===== config.mk =====
export PLATFORM = sky130hd
export DESIGN_NAME = serial_add_seq_flat
export DESIGN_NICKNAME = d
export VERILOG_FILES = /design/src/rtl/serial_add_seq_if.sv /design/src/rtl/serial_add_seq.sv /design/src/flat_wrapper.sv
export SDC_FILE = /design/constraint.sdc
export NUM_CORES = 1
export LEC_CHECK = 0
export CAP_MARGIN = 20
export CORE_ASPECT_RATIO = 2
export CORE_MARGIN = 2
export CORE_UTILIZATION = 53
export DETAILED_ROUTE_END_ITERATION = 8
export PLACE_DENSITY = 0.95
export SETUP_SLACK_MARGIN = 0.1
export SYNTH_ARGS = -nofsm -noshare
export SYNTH_HDL_FRONTEND = slang
export SYNTH_SLANG_ARGS = --single-unit

===== constraint.sdc =====
create_clock -name clk -period 4.8 [get_ports clk]
set_input_delay 0.96 -clock clk [delete_from_list [all_inputs] [get_ports clk]]
set_output_delay 0.96 -clock clk [all_outputs]
set_load 0.03 [all_outputs]

===== src/rtl/serial_add_seq_if.sv =====
`default_nettype none
// ============================================================================
//  Module   : serial_add_seq_if
//  Brief    : Handshake and data bundle for the nibble-serial adder. The
//             master modport is the requester/consumer side; the slave
//             modport is the adder itself.
//  Revision : 1.0  initial release
// ============================================================================
interface serial_add_seq_if;
    logic        in_valid;
    logic        in_ready;
    logic [15:0] a;
    logic [15:0] b;
    logic        cin;
    logic        op_sub;
    logic        out_valid;
    logic        out_ready;
    logic [15:0] sum;
    logic        cout;
    logic        ovf;
    logic        zero;
    logic        busy;

    modport master (
        output in_valid, a, b, cin, op_sub, out_ready,
        input  in_ready, out_valid, sum, cout, ovf, zero, busy
    );

    modport slave (
        input  in_valid, a, b, cin, op_sub, out_ready,
        output in_ready, out_valid, sum, cout, ovf, zero, busy
    );
endinterface
`default_nettype wire


===== src/rtl/serial_add_seq.sv =====
`default_nettype none
// ============================================================================
//  Module   : serial_add_seq
//  Brief    : 16-bit adder built from one 4-bit carry-lookahead slice that is
//             reused over four cycles, one nibble per cycle, LSB first.
//             Optional subtract (A-B) enabled by macro SERIAL_ADD_SEQ_SUB_EN.
//  Revision : 1.0  initial release
// ============================================================================
module serial_add_seq (
    input  wire logic          clk,
    input  wire logic          rst,
    serial_add_seq_if.slave    bus
);

    typedef enum logic [1:0] {
        S_IDLE = 2'd0,
        S_RUN  = 2'd1,
        S_DONE = 2'd2
    } state_t;

    state_t      r_state;
    state_t      w_state_nxt;
    logic [1:0]  r_idx;
    logic [15:0] r_a;
    logic [15:0] r_b;
    logic        r_carry;
    logic [15:0] r_sum;
    logic        r_cout;
    logic        r_ovf;
    logic        r_zero;

    logic        w_accept;
    logic        w_in_ready;
    logic        w_out_valid;
    logic        w_busy;
    logic [15:0] w_b_eff;
    logic        w_cin_eff;

    // Operand conditioning at acceptance: subtract is A + ~B + 1.
`ifdef SERIAL_ADD_SEQ_SUB_EN
    assign w_b_eff   = bus.op_sub ? ~bus.b : bus.b;
    assign w_cin_eff = bus.op_sub ? 1'b1   : bus.cin;
`else
    wire w_unused_op_sub = bus.op_sub;
    assign w_b_eff   = bus.b;
    assign w_cin_eff = bus.cin;
`endif

    // Shared 4-bit carry-lookahead slice, fed by the nibble selected by r_idx
    logic [3:0] w_sa;
    logic [3:0] w_sb;
    logic [3:0] w_g;
    logic [3:0] w_p;
    logic [4:0] w_c;
    logic [3:0] w_s;

    assign w_sa = r_a[{r_idx, 2'b00} +: 4];
    assign w_sb = r_b[{r_idx, 2'b00} +: 4];
    assign w_g  = w_sa & w_sb;
    assign w_p  = w_sa ^ w_sb;

    assign w_c[0] = r_carry;
    assign w_c[1] = w_g[0] | (w_p[0] & w_c[0]);
    assign w_c[2] = w_g[1] | (w_p[1] & w_g[0]) | (w_p[1] & w_p[0] & w_c[0]);
    assign w_c[3] = w_g[2] | (w_p[2] & w_g[1]) | (w_p[2] & w_p[1] & w_g[0])
                  | (w_p[2] & w_p[1] & w_p[0] & w_c[0]);
    assign w_c[4] = w_g[3] | (w_p[3] & w_g[2]) | (w_p[3] & w_p[2] & w_g[1])
                  | (w_p[3] & w_p[2] & w_p[1] & w_g[0])
                  | (w_p[3] & w_p[2] & w_p[1] & w_p[0] & w_c[0]);
    assign w_s    = w_p ^ w_c[3:0];

    // State register
    always_ff @(posedge clk) begin
        if (rst) begin
            r_state <= S_IDLE;
        end else begin
            r_state <= w_state_nxt;
        end
    end

    // Next-state and handshake outputs
    always_comb begin
        w_state_nxt = r_state;
        w_in_ready  = 1'b0;
        w_out_valid = 1'b0;
        w_busy      = 1'b1;
        w_accept    = 1'b0;
        case (r_state)
            S_IDLE: begin
                w_in_ready = 1'b1;
                w_busy     = 1'b0;
                if (bus.in_valid) begin
                    w_accept    = 1'b1;
                    w_state_nxt = S_RUN;
                end
            end
            S_RUN: begin
                if (r_idx == 2'd3) begin
                    w_state_nxt = S_DONE;
                end
            end
            S_DONE: begin
                w_out_valid = 1'b1;
                if (bus.out_ready) begin
                    w_state_nxt = S_IDLE;
                end
            end
            default: begin
                w_state_nxt = S_IDLE;
            end
        endcase
    end

    // Operand latch and nibble-serial accumulation of the result
    always_ff @(posedge clk) begin
        if (rst) begin
            r_idx   <= 2'd0;
            r_a     <= 16'h0000;
            r_b     <= 16'h0000;
            r_carry <= 1'b0;
            r_sum   <= 16'h0000;
            r_cout  <= 1'b0;
            r_ovf   <= 1'b0;
            r_zero  <= 1'b0;
        end else if (w_accept) begin
            r_a     <= bus.a;
            r_b     <= w_b_eff;
            r_carry <= w_cin_eff;
            r_idx   <= 2'd0;
        end else if (r_state == S_RUN) begin
            r_sum[{r_idx, 2'b00} +: 4] <= w_s;
            r_carry                    <= w_c[4];
            r_idx                      <= r_idx + 2'd1;
            if (r_idx == 2'd3) begin
                // Flags come from the top nibble: carry into bit 15 is the
                // slice's internal carry into its bit 3.
                r_cout <= w_c[4];
                r_ovf  <= w_c[3] ^ w_c[4];
                r_zero <= ({w_s, r_sum[11:0]} == 16'h0000);
            end
        end
    end

    assign bus.in_ready  = w_in_ready;
    assign bus.out_valid = w_out_valid;
    assign bus.busy      = w_busy;
    assign bus.sum       = r_sum;
    assign bus.cout      = r_cout;
    assign bus.ovf       = r_ovf;
    assign bus.zero      = r_zero;

endmodule
`default_nettype wire

===== src/flat_wrapper.sv =====
// flat-port wrapper written by rule: the top's interface ports become plain ports
module serial_add_seq_flat 
  (clk, rst, bus_in_valid, bus_a, bus_b, bus_cin, bus_op_sub, bus_out_ready, bus_in_ready, bus_out_valid, bus_sum, bus_cout, bus_ovf, bus_zero, bus_busy);
  serial_add_seq_if bus_i ();
  input  wire logic clk;
  input  wire logic rst;
  input wire logic [$bits(bus_i.in_valid)-1:0] bus_in_valid;
  input wire logic [$bits(bus_i.a)-1:0] bus_a;
  input wire logic [$bits(bus_i.b)-1:0] bus_b;
  input wire logic [$bits(bus_i.cin)-1:0] bus_cin;
  input wire logic [$bits(bus_i.op_sub)-1:0] bus_op_sub;
  input wire logic [$bits(bus_i.out_ready)-1:0] bus_out_ready;
  output wire logic [$bits(bus_i.in_ready)-1:0] bus_in_ready;
  output wire logic [$bits(bus_i.out_valid)-1:0] bus_out_valid;
  output wire logic [$bits(bus_i.sum)-1:0] bus_sum;
  output wire logic [$bits(bus_i.cout)-1:0] bus_cout;
  output wire logic [$bits(bus_i.ovf)-1:0] bus_ovf;
  output wire logic [$bits(bus_i.zero)-1:0] bus_zero;
  output wire logic [$bits(bus_i.busy)-1:0] bus_busy;
  assign bus_i.in_valid = bus_in_valid;
  assign bus_i.a = bus_a;
  assign bus_i.b = bus_b;
  assign bus_i.cin = bus_cin;
  assign bus_i.op_sub = bus_op_sub;
  assign bus_i.out_ready = bus_out_ready;
  assign bus_in_ready = bus_i.in_ready;
  assign bus_out_valid = bus_i.out_valid;
  assign bus_sum = bus_i.sum;
  assign bus_cout = bus_i.cout;
  assign bus_ovf = bus_i.ovf;
  assign bus_zero = bus_i.zero;
  assign bus_busy = bus_i.busy;
  serial_add_seq u_core (.clk(clk), .rst(rst), .bus(bus_i));
endmodule

==> results.md <==
- The fraction of the mapped netlist area in compound gates is 16.8%.
- The count of input and output buffers is 58.
- The count of maximum capacitance violations is 0.
- A synthesized cell averages 8.99 µm².
- Summing all non-filler instances in the final layout gives an area of between 3000 and 4000 µm².
- In this run the worst setup path begins at u_core.r_idx[0].
- The detailed placement HPWL is 4.17 mm.
- The required time of the critical path is 4.96 ns.
- The proportion of netlist area held by the largest area contributor is 44.2%.
- The remaining global-route overflow is 0.
- After synthesis, the largest family of logic cells by area is simple AND/OR/NAND/NOR gates.
- The netlist area before placement is 2540 µm².
- The path type of the worst setup path is flip-flop to flip-flop.
- The worst register-to-register path begins at u_core.r_idx[0].
- The placeable core region is 4600 µm².
- The final setup violation count is 0.
- For the final routed database, the setup TNS stands at 0 ns.
- The biggest fanout along the worst timing path is 15.
- Summing the areas of all xor and xnor instances in the mapped netlist gives 0.691% of the synthesized area.
- After the first detailed-routing iteration, the DRC count stood at 73.
- The slew at the pin closest to its max-slew limit is 1.00 ns.
- The filler cells instantiated in the layout total 352.
- The DRC violation count after routing is 0.
- For the worst setup path, the data arrival time is 3.35 ns.
- The top cell types in the final layout, fill and taps aside, are 68 x nand2_1, 57 x clkdlybuf4s50_1, 56 x dfxtp_1.
- The final wirelength is 6.12 mm.
- In the final design database the tool counted between 300 and 400 nets.
- The number of standard-cell rows in the floorplan is 35.
- The startpoint class of the critical path is a flip-flop.
- In this run the cell area measured after placement is 3080 µm².
- The most numerous cell type found on the critical path is a21oi_1.
- Of the available clock period, the critical path in the final layout requires 66.3%.
- The chip width is 52.9 µm.
- Setup repair after global routing left no endpoint under its margin.
- The proportion of synthesized chip area in sequential cells is 44.2%.
- The count of hold buffers inserted by post-cts repair is 0.
- The share of synthesized registers carrying an async set or reset is 0%.
- Clock-pin slew was measured on the worst setup and hold paths at around 0.10 ns.
- Counting along the longest clock path gives a buffer depth of 2.
- The count of warnings emitted by yosys is 0.
- The routed layout has between 2,000 and 2,500 vias.
- The cell sitting at the root of the clock tree is a clkbuf_8.
- The area added between synthesis and finish is 26.3%.
- In this run the count of I/O pins placed on the die edge is 60.
- The first detailed-routing pass took 4 iterations.
- The H-tree depth is 2.
- Total power for the finished layout comes to 928 µW.
- The starting density of the core is 55.2%.
- The worst pin sits at a relative slew slack of between 30% and 40%.
- The final antenna-violating net count is 0.
- The simple-gate share of the synthesized area is between 20% and 30%.
- The height of the die is ~100 µm.
- Measured against the total synthesized area, the mux share comes to 7.10%.
- The library cell used most frequently in the layout, excluding fill and tap cells, is nand2_1.
- For this run, the slowest stage of the critical path takes just over 0.9 ns.
- The overall global routing resource usage is 24.6%.
- The wire length per cell after detailed routing is roughly 16 µm.
- The primary flip-flop cell chosen by synthesis mapping is dfxtp_1.
- At the end of routability-driven placement, the weighted congestion stood at 0.860.
- Together, buffers and inverters on the worst path number 0.
- The worst setup path is captured at a flip-flop.
- The biggest area contributor in the post-synthesis netlist is dfxtp_1.
- The adder and majority cell fraction of the synthesized area is 5.72%.
- The critical path goes through mux4_2 -> ha_1 -> a21oi_1 -> a2bb2oi_1 -> a311o_1 -> a21oi_1.
- The worst path meets setup with 1.62 ns of slack.
- In this run, synthesis produced a sequential element count of 56.
- The count of final max-slew check failures came to 0.
- The number of antenna violations at the first check in global routing is 0.
- The kind of path behind the tightest hold check is flip-flop to flip-flop.
- Clock tree synthesis inserted a total of 5 buffers.
- Entering global routing, the biggest net connects 58 pins.
- The mean number of vias per cell is 5.77.
- The wire length of the first global-routing pass is about 10 mm.
- The die outline area is 5390 µm².
- The via count of the first global-routing pass came to 2,145.
- The clock period could shrink to around 3.2 ns.
- The clock tree from TritonCTS is yes.
- Including well taps, the total number of placed cells is 377.
- The clock skew is 0.0178 ns.
- After clock tree synthesis, the setup repair step added 0 buffers.
- On the critical path, the stage with the largest delay is an instance of dfxtp_1.
- For the worst-skew pair, the clock arrives at the later sink with an insertion delay of about 0.33 ns.
- In this run, synthesis inferred 0 flip-flops with an integrated enable.
- The clock net in this run drives a total of 56 sinks.
- Summed over all cells, the static leakage comes to 0.00115 µW.
- The total inserted antenna cells is 0.
- At the placement stage, the worst setup path has a slack of 1.68 ns.
- The count of endpoints failing hold in the final timing report is 0.
- The run finished with clean final reports.
- The number of distinct library cells after synthesis is 40.
- The gate count of the mapped netlist is 282.
- The cell class contributing the biggest share of worst-path delay is compound AO/OA/AOI/OAI gates.
- The number of cells upsized or downsized after cts is 0.
- Ranked by total cell area, the synthesized netlist is headed by dfxtp_1 44%, nand2_1 10%, a21oi_1 7.1%.
- The share of post-route cells with drive strength above 1 is 7.25%.
- Derived from the worst setup path, the maximum achievable clock frequency is 0.314 GHz.
- The synthesized net count is 331.
- Across the VDD grid, the largest voltage drop is approximately 280 µV.
- The cell area power density is slightly below 300 nW/µm².
- The startpoint of the worst hold path is u_core.r_b[0].
- The number of standard cells in the layout, taps in and fillers out is 386.
==> flip-flops by register name (all words and copies together) (netlist names) <==
name	flops
u_core.bus.cout	1
u_core.r_b	16
u_core.r_carry	1
u_core.bus.zero	1
u_core.r_state	2
u_core.r_a	16
u_core.bus.ovf	1
u_core.bus.sum	16
u_core.r_idx	2
==> power by group <==
group	leakage, µW	switching, µW	total [µW]	internal (µW)
sequential	0.000457	17.9	502	484
combinational	0.000650	80.7	152	71.8
clock	0.0000434	157	274	117
total	0.00115	255	928	673
==> Yosys cell counts, drive strengths merged (4+ instances only) <==
cell type,count
a21oi,36
a22oi,8
a32oi,8
buf,10
clkbuf,8
dfxtp,56
ha,10
inv,6
mux4,8
nand2,68
nand3b,4
nor2,25
nor4,6
==> per-layer routing <==
metal / up-vias / share of wire (%) / global-route usage [%]
met5: - / 0 / 0
met4: 0 / 4.0 / 15.0
met3: 17 / 4.1 / 3.95
met2: 82 / 57 / 43.9
met1: 1050 / 35 / 25.9
li1: 1078 / - / -
==> worst paths after layout <==
kind	to	slack, ns	cells after the start
worst max-delay path	u_core.r_carry	1.62	6
worst min-delay path	u_core.r_b[0]	0.46	2
worst max register to register	u_core.r_carry	1.62	6
worst min register to register	u_core.r_b[0]	0.46	2
==> tightest hold or removal path, cell delays in order, from the launching register on <==
cell and delay, ns:
dfxtp_1 0.32, nand2_1 0.05, a21oi_1 0.05
==> cell type report <==
cell class	instances	area [µm²]	area share [%]
clock buffers	6	82.6	2.58
clock inverters	2	15.0	0.469
inverters	6	22.5	0.703
multi-input cells	202	1290	40.3
flip-flops and latches	56	1120	35.0
well taps	55	68.8	2.15
repair buffers	59	603	18.8
==> stage by stage <==
| stage | hold slack, ns | utilization (%) |
|---|---|---|
| floorplan | 0.433 | - |
| global placement | 0.440 | 66.9 |
| detailed placement | 0.447 | 66.9 |
| CTS | 0.459 | 69.1 |
| global route | 0.478 | 69.7 |
| finish | 0.456 | 69.7 |
==> logic make-up (layout without fill, tap and decap cells) <==
family,count (synthesis),in the layout
buffers and inverters,24,73
multiplexers,8,8
XOR/XNOR,2,2
adder cells (fa/ha/maj),11,11
AO/OA/AOI/OAI,65,65
AND/OR/NAND/NOR,116,116
flip-flops,56,56
(Power assumes the default switching activity.)
